### src/rtl/ctrl_decode_stage_if.sv
// Decode-stage bus between IF/ID, the hazard sources and the ID/EX control register.
// The slave modport is the decode stage; the master modport is the surrounding pipeline.
interface ctrl_decode_stage_if #(
  parameter int unsigned FBITS   = 6,
  parameter int unsigned INSBITS = 6,
  parameter int unsigned RBITS   = 5
);
  logic               i_valid;
  logic [FBITS-1:0]   i_opcode;
  logic [INSBITS-1:0] i_funct;
  logic [RBITS-1:0]   i_rs;
  logic [RBITS-1:0]   i_rt;
  logic               i_ex_mem_read;
  logic [RBITS-1:0]   i_ex_rt;
  logic               i_flush;
  logic               i_stall_ext;

  logic       o_stall;
  logic       o_valid;
  logic       o_reg_write;
  logic       o_alu_source;
  logic       o_mem_write;
  logic       o_mem_read;
  logic       o_mem_to_reg;
  logic       o_beq;
  logic       o_bne;
  logic       o_jump;
  logic       o_link;
  logic [2:0] o_alu_op;
  logic [1:0] o_reg_dst;
  logic [1:0] o_select_addr;
  logic [4:0] o_size_control;
  logic       o_halted;

  modport master (
    output i_valid, i_opcode, i_funct, i_rs, i_rt, i_ex_mem_read, i_ex_rt,
           i_flush, i_stall_ext,
    input  o_stall, o_valid, o_reg_write, o_alu_source, o_mem_write, o_mem_read,
           o_mem_to_reg, o_beq, o_bne, o_jump, o_link, o_alu_op, o_reg_dst,
           o_select_addr, o_size_control, o_halted
  );

  modport slave (
    input  i_valid, i_opcode, i_funct, i_rs, i_rt, i_ex_mem_read, i_ex_rt,
           i_flush, i_stall_ext,
    output o_stall, o_valid, o_reg_write, o_alu_source, o_mem_write, o_mem_read,
           o_mem_to_reg, o_beq, o_bne, o_jump, o_link, o_alu_op, o_reg_dst,
           o_select_addr, o_size_control, o_halted
  );
endinterface

### src/rtl/ctrl_decode_stage.sv
// MIPS decode stage: decodes opcode/funct and registers the control bundle into ID/EX.
// Define CTRL_HAZARD_DETECT_EN to enable load-use hazard detection (stall + bubble).
module ctrl_decode_stage #(
  parameter int unsigned FBITS        = 6,
  parameter int unsigned INSBITS      = 6,
  parameter int unsigned RBITS        = 5,
  parameter int unsigned DRAIN_CYCLES = 4
) (
  input logic           i_clk,
  input logic           i_reset,
  ctrl_decode_stage_if.slave bus
);
  localparam int unsigned CW = $clog2(DRAIN_CYCLES + 1);

  localparam logic [1:0] RUN    = 2'd0;
  localparam logic [1:0] DRAIN  = 2'd1;
  localparam logic [1:0] HALTED = 2'd2;

  typedef struct packed {
    logic       reg_write;
    logic       alu_source;
    logic       mem_write;
    logic       mem_read;
    logic       mem_to_reg;
    logic       beq;
    logic       bne;
    logic       jump;
    logic       link;
    logic [2:0] alu_op;
    logic [1:0] reg_dst;
    logic [1:0] select_addr;
    logic [4:0] size_control;
  } ctl_t;

  logic [5:0]    op;
  logic [5:0]    fn;
  ctl_t          dec;
  ctl_t          ctl_q;
  logic          is_halt;
  logic          hazard;
  logic          halt_take;
  logic          valid_q;
  logic          halted_q;
  logic [1:0]    state;
  logic [CW-1:0] cnt;

  assign op = 6'(bus.i_opcode);
  assign fn = 6'(bus.i_funct);

  always_comb begin
    dec     = '0;
    is_halt = 1'b0;
    case (op)
      6'b000000: begin
        case (fn)
          6'b001000: dec.select_addr = 2'b11;
          6'b001001: begin
            dec.select_addr = 2'b11;
            dec.link        = 1'b1;
            dec.reg_dst     = 2'b10;
          end
          default: begin
            dec.reg_write = 1'b1;
            dec.reg_dst   = 2'b01;
          end
        endcase
      end
      6'b001000, 6'b001100, 6'b001101, 6'b001110, 6'b001111, 6'b001010: begin
        dec.reg_write  = 1'b1;
        dec.alu_source = 1'b1;
        case (op)
          6'b001000: dec.alu_op = 3'b001;
          6'b001100: dec.alu_op = 3'b010;
          6'b001101: dec.alu_op = 3'b011;
          6'b001110: dec.alu_op = 3'b100;
          6'b001111: dec.alu_op = 3'b101;
          default:   dec.alu_op = 3'b110;
        endcase
      end
      6'b000100, 6'b000101: begin
        dec.beq         = ~op[0];
        dec.bne         = op[0];
        dec.alu_op      = 3'b111;
        dec.select_addr = 2'b01;
      end
      6'b000010: begin
        dec.jump        = 1'b1;
        dec.select_addr = 2'b10;
      end
      6'b000011: begin
        dec.jump        = 1'b1;
        dec.link        = 1'b1;
        dec.reg_write   = 1'b1;
        dec.reg_dst     = 2'b10;
        dec.select_addr = 2'b10;
      end
      // op[1:0] selects byte/half/word, op[2] marks the zero-extending load variants
      6'b100000, 6'b100001, 6'b100011, 6'b100100, 6'b100101, 6'b100111: begin
        dec.mem_read     = 1'b1;
        dec.mem_to_reg   = 1'b1;
        dec.reg_write    = 1'b1;
        dec.alu_source   = 1'b1;
        dec.alu_op       = 3'b001;
        dec.size_control = {1'b0, op[2], op[1:0] == 2'b11, op[1:0] == 2'b01, op[1:0] == 2'b00};
      end
      6'b101000, 6'b101001, 6'b101011: begin
        dec.mem_write    = 1'b1;
        dec.alu_source   = 1'b1;
        dec.alu_op       = 3'b001;
        dec.size_control = {2'b00, op[1:0] == 2'b11, op[1:0] == 2'b01, op[1:0] == 2'b00};
      end
      6'b111111: is_halt = 1'b1;
      default: ;
    endcase
  end

`ifdef CTRL_HAZARD_DETECT_EN
  logic reads_rt;
  assign reads_rt = (op == 6'b000000) || (op == 6'b000100) || (op == 6'b000101) ||
                    (op == 6'b101000) || (op == 6'b101001) || (op == 6'b101011);
  assign hazard = bus.i_valid && bus.i_ex_mem_read && (bus.i_ex_rt != '0) &&
                  ((bus.i_ex_rt == bus.i_rs) || ((bus.i_ex_rt == bus.i_rt) && reads_rt));
`else
  assign hazard = 1'b0;
`endif

  assign halt_take = (state == RUN) && bus.i_valid && is_halt && !bus.i_flush &&
                     !bus.i_stall_ext && !hazard;

  assign bus.o_stall = !i_reset &&
                       (bus.i_stall_ext || hazard || (state != RUN) || halt_take);

  // Every non-reset, non-frozen edge defaults to a bubble; only a clean RUN latch overrides it.
  always_ff @(posedge i_clk) begin
    if (i_reset) begin
      ctl_q    <= '0;
      valid_q  <= 1'b0;
      halted_q <= 1'b0;
      state    <= RUN;
      cnt      <= '0;
    end else if (!bus.i_stall_ext) begin
      ctl_q   <= '0;
      valid_q <= 1'b0;
      case (state)
        RUN: begin
          if (!bus.i_flush && !hazard) begin
            valid_q <= bus.i_valid;
            if (bus.i_valid) ctl_q <= dec;
            if (halt_take) state <= DRAIN;
          end
        end
        DRAIN: begin
          if (cnt == CW'(DRAIN_CYCLES)) begin
            state    <= HALTED;
            halted_q <= 1'b1;
          end else begin
            cnt <= cnt + 1'b1;
          end
        end
        default: ;
      endcase
    end
  end

  assign bus.o_valid        = valid_q;
  assign bus.o_halted       = halted_q;
  assign bus.o_reg_write    = ctl_q.reg_write;
  assign bus.o_alu_source   = ctl_q.alu_source;
  assign bus.o_mem_write    = ctl_q.mem_write;
  assign bus.o_mem_read     = ctl_q.mem_read;
  assign bus.o_mem_to_reg   = ctl_q.mem_to_reg;
  assign bus.o_beq          = ctl_q.beq;
  assign bus.o_bne          = ctl_q.bne;
  assign bus.o_jump         = ctl_q.jump;
  assign bus.o_link         = ctl_q.link;
  assign bus.o_alu_op       = ctl_q.alu_op;
  assign bus.o_reg_dst      = ctl_q.reg_dst;
  assign bus.o_select_addr  = ctl_q.select_addr;
  assign bus.o_size_control = ctl_q.size_control;
endmodule

### src/flat_wrapper.sv
// flat-port wrapper written by rule: the top's interface ports become plain ports
module ctrl_decode_stage_flat 
#(
  parameter int unsigned FBITS        = 6,
  parameter int unsigned INSBITS      = 6,
  parameter int unsigned RBITS        = 5,
  parameter int unsigned DRAIN_CYCLES = 4
)
  (i_clk, i_reset, bus_i_valid, bus_i_opcode, bus_i_funct, bus_i_rs, bus_i_rt, bus_i_ex_mem_read, bus_i_ex_rt, bus_i_flush, bus_i_stall_ext, bus_o_stall, bus_o_valid, bus_o_reg_write, bus_o_alu_source, bus_o_mem_write, bus_o_mem_read, bus_o_mem_to_reg, bus_o_beq, bus_o_bne, bus_o_jump, bus_o_link, bus_o_alu_op, bus_o_reg_dst, bus_o_select_addr, bus_o_size_control, bus_o_halted);
  ctrl_decode_stage_if #(.FBITS(FBITS), .INSBITS(INSBITS), .RBITS(RBITS)) bus_i ();
  input logic i_clk;
  input logic i_reset;
  input wire logic [$bits(bus_i.i_valid)-1:0] bus_i_valid;
  input wire logic [$bits(bus_i.i_opcode)-1:0] bus_i_opcode;
  input wire logic [$bits(bus_i.i_funct)-1:0] bus_i_funct;
  input wire logic [$bits(bus_i.i_rs)-1:0] bus_i_rs;
  input wire logic [$bits(bus_i.i_rt)-1:0] bus_i_rt;
  input wire logic [$bits(bus_i.i_ex_mem_read)-1:0] bus_i_ex_mem_read;
  input wire logic [$bits(bus_i.i_ex_rt)-1:0] bus_i_ex_rt;
  input wire logic [$bits(bus_i.i_flush)-1:0] bus_i_flush;
  input wire logic [$bits(bus_i.i_stall_ext)-1:0] bus_i_stall_ext;
  output wire logic [$bits(bus_i.o_stall)-1:0] bus_o_stall;
  output wire logic [$bits(bus_i.o_valid)-1:0] bus_o_valid;
  output wire logic [$bits(bus_i.o_reg_write)-1:0] bus_o_reg_write;
  output wire logic [$bits(bus_i.o_alu_source)-1:0] bus_o_alu_source;
  output wire logic [$bits(bus_i.o_mem_write)-1:0] bus_o_mem_write;
  output wire logic [$bits(bus_i.o_mem_read)-1:0] bus_o_mem_read;
  output wire logic [$bits(bus_i.o_mem_to_reg)-1:0] bus_o_mem_to_reg;
  output wire logic [$bits(bus_i.o_beq)-1:0] bus_o_beq;
  output wire logic [$bits(bus_i.o_bne)-1:0] bus_o_bne;
  output wire logic [$bits(bus_i.o_jump)-1:0] bus_o_jump;
  output wire logic [$bits(bus_i.o_link)-1:0] bus_o_link;
  output wire logic [$bits(bus_i.o_alu_op)-1:0] bus_o_alu_op;
  output wire logic [$bits(bus_i.o_reg_dst)-1:0] bus_o_reg_dst;
  output wire logic [$bits(bus_i.o_select_addr)-1:0] bus_o_select_addr;
  output wire logic [$bits(bus_i.o_size_control)-1:0] bus_o_size_control;
  output wire logic [$bits(bus_i.o_halted)-1:0] bus_o_halted;
  assign bus_i.i_valid = bus_i_valid;
  assign bus_i.i_opcode = bus_i_opcode;
  assign bus_i.i_funct = bus_i_funct;
  assign bus_i.i_rs = bus_i_rs;
  assign bus_i.i_rt = bus_i_rt;
  assign bus_i.i_ex_mem_read = bus_i_ex_mem_read;
  assign bus_i.i_ex_rt = bus_i_ex_rt;
  assign bus_i.i_flush = bus_i_flush;
  assign bus_i.i_stall_ext = bus_i_stall_ext;
  assign bus_o_stall = bus_i.o_stall;
  assign bus_o_valid = bus_i.o_valid;
  assign bus_o_reg_write = bus_i.o_reg_write;
  assign bus_o_alu_source = bus_i.o_alu_source;
  assign bus_o_mem_write = bus_i.o_mem_write;
  assign bus_o_mem_read = bus_i.o_mem_read;
  assign bus_o_mem_to_reg = bus_i.o_mem_to_reg;
  assign bus_o_beq = bus_i.o_beq;
  assign bus_o_bne = bus_i.o_bne;
  assign bus_o_jump = bus_i.o_jump;
  assign bus_o_link = bus_i.o_link;
  assign bus_o_alu_op = bus_i.o_alu_op;
  assign bus_o_reg_dst = bus_i.o_reg_dst;
  assign bus_o_select_addr = bus_i.o_select_addr;
  assign bus_o_size_control = bus_i.o_size_control;
  assign bus_o_halted = bus_i.o_halted;
  ctrl_decode_stage #(.FBITS(FBITS), .INSBITS(INSBITS), .RBITS(RBITS), .DRAIN_CYCLES(DRAIN_CYCLES)) u_core (.i_clk(i_clk), .i_reset(i_reset), .bus(bus_i));
endmodule
### config.mk
export PLATFORM = sky130hd
export DESIGN_NAME = ctrl_decode_stage_flat
export DESIGN_NICKNAME = d
export VERILOG_FILES = /design/src/rtl/ctrl_decode_stage_if.sv /design/src/rtl/ctrl_decode_stage.sv /design/src/flat_wrapper.sv
export SDC_FILE = /design/constraint.sdc
export NUM_CORES = 1
export LEC_CHECK = 0
export ABC_AREA = 1
export BUFFER_PORTS_ARGS = -buffer_cell sky130_fd_sc_hd__clkbuf_2
export CAP_MARGIN = 20
export CELL_PAD_IN_SITES_DETAIL_PLACEMENT = 0
export CELL_PAD_IN_SITES_GLOBAL_PLACEMENT = 2
export CORE_MARGIN = 5
export CORE_UTILIZATION = 23
export CTS_CLUSTER_DIAMETER = 80
export DETAILED_ROUTE_END_ITERATION = 6
export PLACE_DENSITY = 0.83
export RECOVER_POWER = 100
export SYNTH_ARGS = -nofsm -noshare
export SYNTH_HDL_FRONTEND = slang
export SYNTH_SLANG_ARGS = --single-unit
### constraint.sdc
create_clock -name i_clk -period 1.5 [get_ports i_clk]
set_input_delay 0.075 -clock i_clk [delete_from_list [all_inputs] [get_ports i_clk]]
set_output_delay 0.075 -clock i_clk [all_outputs]
set_load 0.02 [all_outputs]
==> metrics.txt, run 1 <==
Routed WL per cell between 10 and 15 um; Final Instance Area 1580 um^2; placed insts 289; cell depth of the worst flop-to-flop path 7; # setup viols final 0; core area 5440 um^2; Worst Setup End Kind output port; PortBufs 39; hold_sp bus_i_opcode[2]; Syn Nets around 220; DR vias between 1k and 1.5k; commonest non-fill, non-tap cells in the layout nand2_1, a21oi_1, inv_1; CTS clk-pin slew, worst paths 0.09 ns; CP required 1.42 ns; die span in y ~84 um; Pre-Repair DR Iteration Count 4; reg2reg end u_core.bus.o_size_control[1]; register bit total from synthesis 25; largest net degree at the start of global routing 20; commonest non-fill, non-tap cell in the layout nand2_1; initial antenna violation count 0; clock sinks 25; CP Data Arrival Time 1.33 ns; Clock Skew 0.00713 ns; R2R Path Start u_core.state[1]; LEAKAGE 0.000625 uW; status complete, no violations; Total Wirelength 3320 um; row count 27; crit-path max FO 3; Final nets 259; Detail Route Antenna Nets 0; Antenna diodes 0; sink of the worst hold path u_core.bus.o_size_control[3]; Starting Density between 20% and 30%; period utilization approximately 94%; vias in the first global route ~1.2k; maxcap violations 0; Iter 0 DRT Violations 52; number of synthesis warnings 0; Max Clk Rate about 700 MHz; worst-skew pair later-pin latency 0.27 ns; Mapped Area 1270 um^2; nature of the critical path startpoint flip-flop; H-tree depth 1; Max VDD drop roughly 0.30 mV; drt drc 0; Total Power 1220 uW; pwr dens 777 nW/um^2; CTS root buf clkbuf_8; hpwl dp 2600 um; Area after DPL 1530 um^2; first-pass GRT wire length around 5500 um; Final min period around 1.4 ns; vias per std cell between 4 and 5; routability cong. 0.852; IO Pins 57; syn_area_per_cell just under 7 um^2; die span in x approximately 84 um; die footprint 7130 um^2; class of the tightest hold or removal check in -> reg; Final Util around 29%; crit path kind reg -> out; Layout Cells excl Fill 295; fin. max-slew vios 0; CTS Buffer Depth 2; hold depth 3; Layout area overhead 23.7%; sequential-to-total area share from yosys stat between 30% and 40%; Unique masters post-synth 24; worst hold margin between 0.08 and 0.09 ns; aggregate global-route resource usage 9.35%; clock buffer count from CTS 3; max reg flops 4; synthesized netlist cell count 184; Final Hold Viols 0; R2R setup slack approximately 0.14 ns; CTS tree built; layout cells sized above 1 between 10% and 20%; global route overflow 0
==> through the flow <==
step	setup slack, ns	setup TNS, ns
2_1_floorplan	0.272	0
3_3_place_gp	0.198	0
3_5_place_dp	0.205	0
4_1_cts	0.00269	0
5_1_grt	-0.0144	-0.0144
6_report	0.0961	0
==> power breakdown <==
part / switching [uW] / total (uW) / internal, uW / leakage, uW
sequential: 1.79 / 668 / 667 / 0.000203
clock: 218 / 408 / 190 / 0.0000228
combinational: 99.9 / 148 / 47.7 / 0.000400
==> cell families (layout without fill, tap and decap cells) <==
logic type	after synthesis	after routing	share of synthesized area, %
and+or+nand+nor	84	84	30.8
buffers and inverters	37	76	13.0
AOI/OAI and AO/OA	34	34	13.9
DFF	25	25	39.3
adders and majority gates	2	2	1.96
other	1	1	0.294
xor gates and xnor gates	1	1	0.688
==> critical path, cell delays in order, from the launching register on <==
cell and delay [ns]:
dfxtp_2 0.35, nor2_4 0.14, nand3_4 0.09, o21ai_2 0.14, inv_1 0.06, a21oi_1 0.12, buf_4 0.16
==> per-layer routing <==
metal / share of wire (%) / global-route usage [%]
met1: 49 / 11.8
met2: 45 / 15.3
met3: 3.7 / 2.06
met4: 1.8 / 4.17
met5: 0 / 0
==> layout make-up <==
| class | count | area [um^2] |
|---|---|---|
| Clock buffer | 4 | 45.0 |
| Multi-Input combinational cell | 122 | 624 |
| Fill cell | 612 | 3860 |
| Sequential cell | 25 | 503 |
| Tap cell | 72 | 90.1 |
| Timing Repair Buffer | 45 | 211 |
| Inverter | 27 | 101 |
==> worst max path at each step <==
stage               startpoint           to  slack, ns  cells after the start
6_report       u_core.state[1]  bus_o_stall        0.1                      6
5_1_grt        u_core.state[1]  bus_o_stall      -0.01                      6
4_1_cts        u_core.state[0]  bus_o_stall      0.003                      6
3_5_place_dp   u_core.state[1]  bus_o_stall       0.20                      6
3_3_place_gp   u_core.state[1]  bus_o_stall       0.20                      6
2_1_floorplan  u_core.state[1]  bus_o_stall       0.27                      5
==> synthesized netlist by cell type <==
cell type	n	area, um^2
a21oi_1	28	140
a21oi_2	1	8.76
buf_2	3	15.0
buf_4	4	30.0
buf_6	1	11.3
clkbuf_1	2	7.51
conb_1	1	3.75
dfxtp_1	25	500
ha_1	2	25.0
inv_1	26	97.6
inv_2	1	3.75
nand2_1	34	128
nand3_1	14	70.1
nand3_2	1	10.0
nand4_1	8	50.1
nor2_1	16	60.1
nor2_2	3	18.8
nor2_4	2	22.5
nor3_1	4	20.0
nor3b_1	1	7.51
o2111ai_1	1	8.76
o21ai_0	4	20.0
or3_1	1	6.26
xor2_1	1	8.76
==> what timing repair did <==
action	CTS	global route
pin swaps	1	2
setup buffers	0	2
resized for setup	5	3
setup endpoints to repair	1	1
hold buffers	0	0
(Power assumes the default switching activity.)
==> run 2: changes to the inputs <==
--- a/config.mk
+++ b/config.mk
@@ -5,16 +5,15 @@
 export SDC_FILE = /design/constraint.sdc
 export NUM_CORES = 1
 export LEC_CHECK = 0
-export ABC_AREA = 1
 export BUFFER_PORTS_ARGS = -buffer_cell sky130_fd_sc_hd__clkbuf_2
 export CAP_MARGIN = 20
 export CELL_PAD_IN_SITES_DETAIL_PLACEMENT = 0
 export CELL_PAD_IN_SITES_GLOBAL_PLACEMENT = 2
 export CORE_MARGIN = 5
-export CORE_UTILIZATION = 23
+export CORE_UTILIZATION = 25
 export CTS_CLUSTER_DIAMETER = 80
 export DETAILED_ROUTE_END_ITERATION = 6
-export PLACE_DENSITY = 0.83
+export PLACE_DENSITY = 0.85
 export RECOVER_POWER = 100
 export SYNTH_ARGS = -nofsm -noshare
 export SYNTH_HDL_FRONTEND = slang
==> metrics.txt, run 2 <==
status complete, no violations; Cell Int Power 914 uW; Logic pwr share 13.0%; R2R setup slack 0.07 ns; maxcap violations 0; class of the tightest hold or removal check in -> reg; Clock Skew between 0.003 and 0.004 ns; placed insts 254; sequential power share about 54%; RSZ-0062 raised after global routing no; Clk network pwr share between 30% and 40%; die footprint approximately 6400 um^2; vias in the first global route 1082; commonest non-fill, non-tap cells in the layout dfxtp_1, clkbuf_1, nand2_1; Hold Buf Count CTS 0; Sw Share 25.5%; pre-CTS setup slack 0.0222 ns; IO Pins 57; Synth area leader dfxtp_1; Final Hold Viols 0; CP required 1.73 ns; drt drc 0; Final Instance Area about 1600 um^2; CP Data Arrival Time 1.66 ns; die span in x 80.1 um; Area after DPL 1520 um^2; period utilization 95.7%; worst-skew pair later-pin latency 0.27 ns; Unique masters post-synth 43; Final Util around 33%; largest net degree at the start of global routing 15; Antenna diodes 0; Psw about 310 uW; nature of the critical path startpoint flip-flop; syn_area_per_cell 8.25 um^2; LEAKAGE 0.000604 uW; R2R Path Start u_core.state[0]; Synth Flop Type dfxtp_1; vias per std cell 4.53; CTS clk-pin slew, worst paths approximately 0.09 ns; most numerous cell in the Yosys netlist dfxtp_1; Syn Nets 184; hold depth 2; final setup TNS 0 ns; async set-reset flop share out of synthesis 0%; layout cells sized above 1 22.0%; cell depth of the worst flop-to-flop path 4; row count 25; CTS root buf clkbuf_8; clock buffer count from CTS 3; synthesized netlist cell count roughly 150; largest family of logic cells by synthesized area simple AND/OR/NAND/NOR gates; setup bufs post-CTS 0; hpwl dp 2560 um; first-pass GRT wire length 4980 um; Total Wirelength 3170 um; mux cell area share after synthesis 0.815%; Worst Setup End Kind flip-flop; initial antenna violation count 0; Post-Synth XOR/XNOR Area 1.43%; Layout area overhead 28.0%; Max VDD drop ~0.42 mV; commonest non-fill, non-tap cell in the layout dfxtp_1; die span in y 80.1 um; Final min period 1.43 ns; crit path kind reg -> reg; Post-Synth Simple-Gate Area 27.4%; Layout Cells excl Fill 258; global route overflow 0; hold_sp bus_i_opcode[0]; Routed WL per cell 12.3 um; # setup viols final 0; core area 4750 um^2; commonest cells in the netlist dfxtp_1, nand2_1, a21oi_1, nor2_1, inv_1; DR vias 1168; PortBufs 39; Detail Route Antenna Nets 0; number of synthesis warnings 0; Compound-Gate Fraction of Synth Area 19.6%; Pre-Repair DR Iteration Count 4; post-CTS sizing 0; routability cong. 0.817; Synth area leaders dfxtp_1, nand2_1, a21oi_1; EDFF count, synth 0; Max Clk Rate approximately 700 MHz; crit-path max FO 3; register bit total from synthesis 25; Iter 0 DRT Violations 31; sequential-to-total area share from yosys stat between 40% and 50%; Setup WS post-layout about 0.065 ns; Starting Density about a quarter; Mapped Area 1230 um^2; Final nets 227; post-synth top area share 40.7%; sink of the worst hold path u_core.bus.o_size_control[0]; CTS Buffer Depth 2; max reg flops 4; Synth Area in Adders 2.04%; fin. max-slew vios 0; CTS tree built; reg2reg end u_core.bus.o_size_control[3]; pwr dens 781 nW/um^2; aggregate global-route resource usage 9.82%; clock sinks 25; H-tree depth 1
## run 2: cells by family after synthesis
kind of cell    after synthesis
fa+ha+maj                     2
other cells                   1
simple gates                 61
mux                           1
xor+xnor                      2
buf+inv                      20
flops                        25
compound gates               37
## run 2: metrics by stage
stage,power [uW],hold slack [ns]
global placement,839,0.322
floorplan,776,0.180
finish,1230,0.0249
CTS,1250,0.0194
detailed placement,837,0.316
global route,1280,0.0354
## run 2: worst max path at each step
stage                         start                            to  slack [ns]  cells after the start
floorplan           u_core.state[0]  u_core.bus.o_size_control[3]        0.03                      4
global placement    u_core.state[1]   u_core.bus.o_select_addr[1]        0.03                      4
detailed placement  u_core.state[0]  u_core.bus.o_size_control[3]        0.02                      4
CTS                 u_core.state[0]  u_core.bus.o_size_control[3]       0.004                      4
global route        u_core.state[1]                   bus_o_stall       0.004                      4
finish              u_core.state[0]  u_core.bus.o_size_control[3]        0.07                      4
## run 2: area by class of cell
cell class | count | area [um^2]
Fill cell | 558 | 3180
Multi-Input combinational cell | 104 | 664
Sequential cell | 25 | 502
Timing Repair Buffer | 49 | 243
Tap cell | 67 | 83.8
Clock buffer | 3 | 41.3
Inverter | 9 | 33.8
Clock inverter | 1 | 5.00
## run 2: layer usage
| layer | GRT usage [%] | up-vias | share of wire (%) |
|---|---|---|---|
| met1 | 13.6 | 532 | 48 |
| met4 | 2.53 | 0 | 0.60 |
| met2 | 14.8 | 30 | 45 |
| met3 | 2.91 | 2 | 6.3 |
| li1 | - | 604 | - |
| met5 | 0 | - | 0 |
## run 2: worst max-delay path, stage by stage (launching register included)
cell and delay, ns:
dfxtp_1 0.32, or3b_4 0.40, or2_4 0.29, nor4_4 0.23, a22o_1 0.15
## run 2: power by group through the flow
| stage | sequential (uW) | combinational [uW] | clock [uW] |
|---|---|---|---|
| 2_1_floorplan | 688 | 87.9 | 0 |
| 3_3_place_gp | 684 | 155 | 0 |
| 3_5_place_dp | 684 | 153 | 0 |
| 4_1_cts | 668 | 154 | 425 |
| 5_1_grt | 669 | 176 | 440 |
| 6_report | 668 | 159 | 401 |
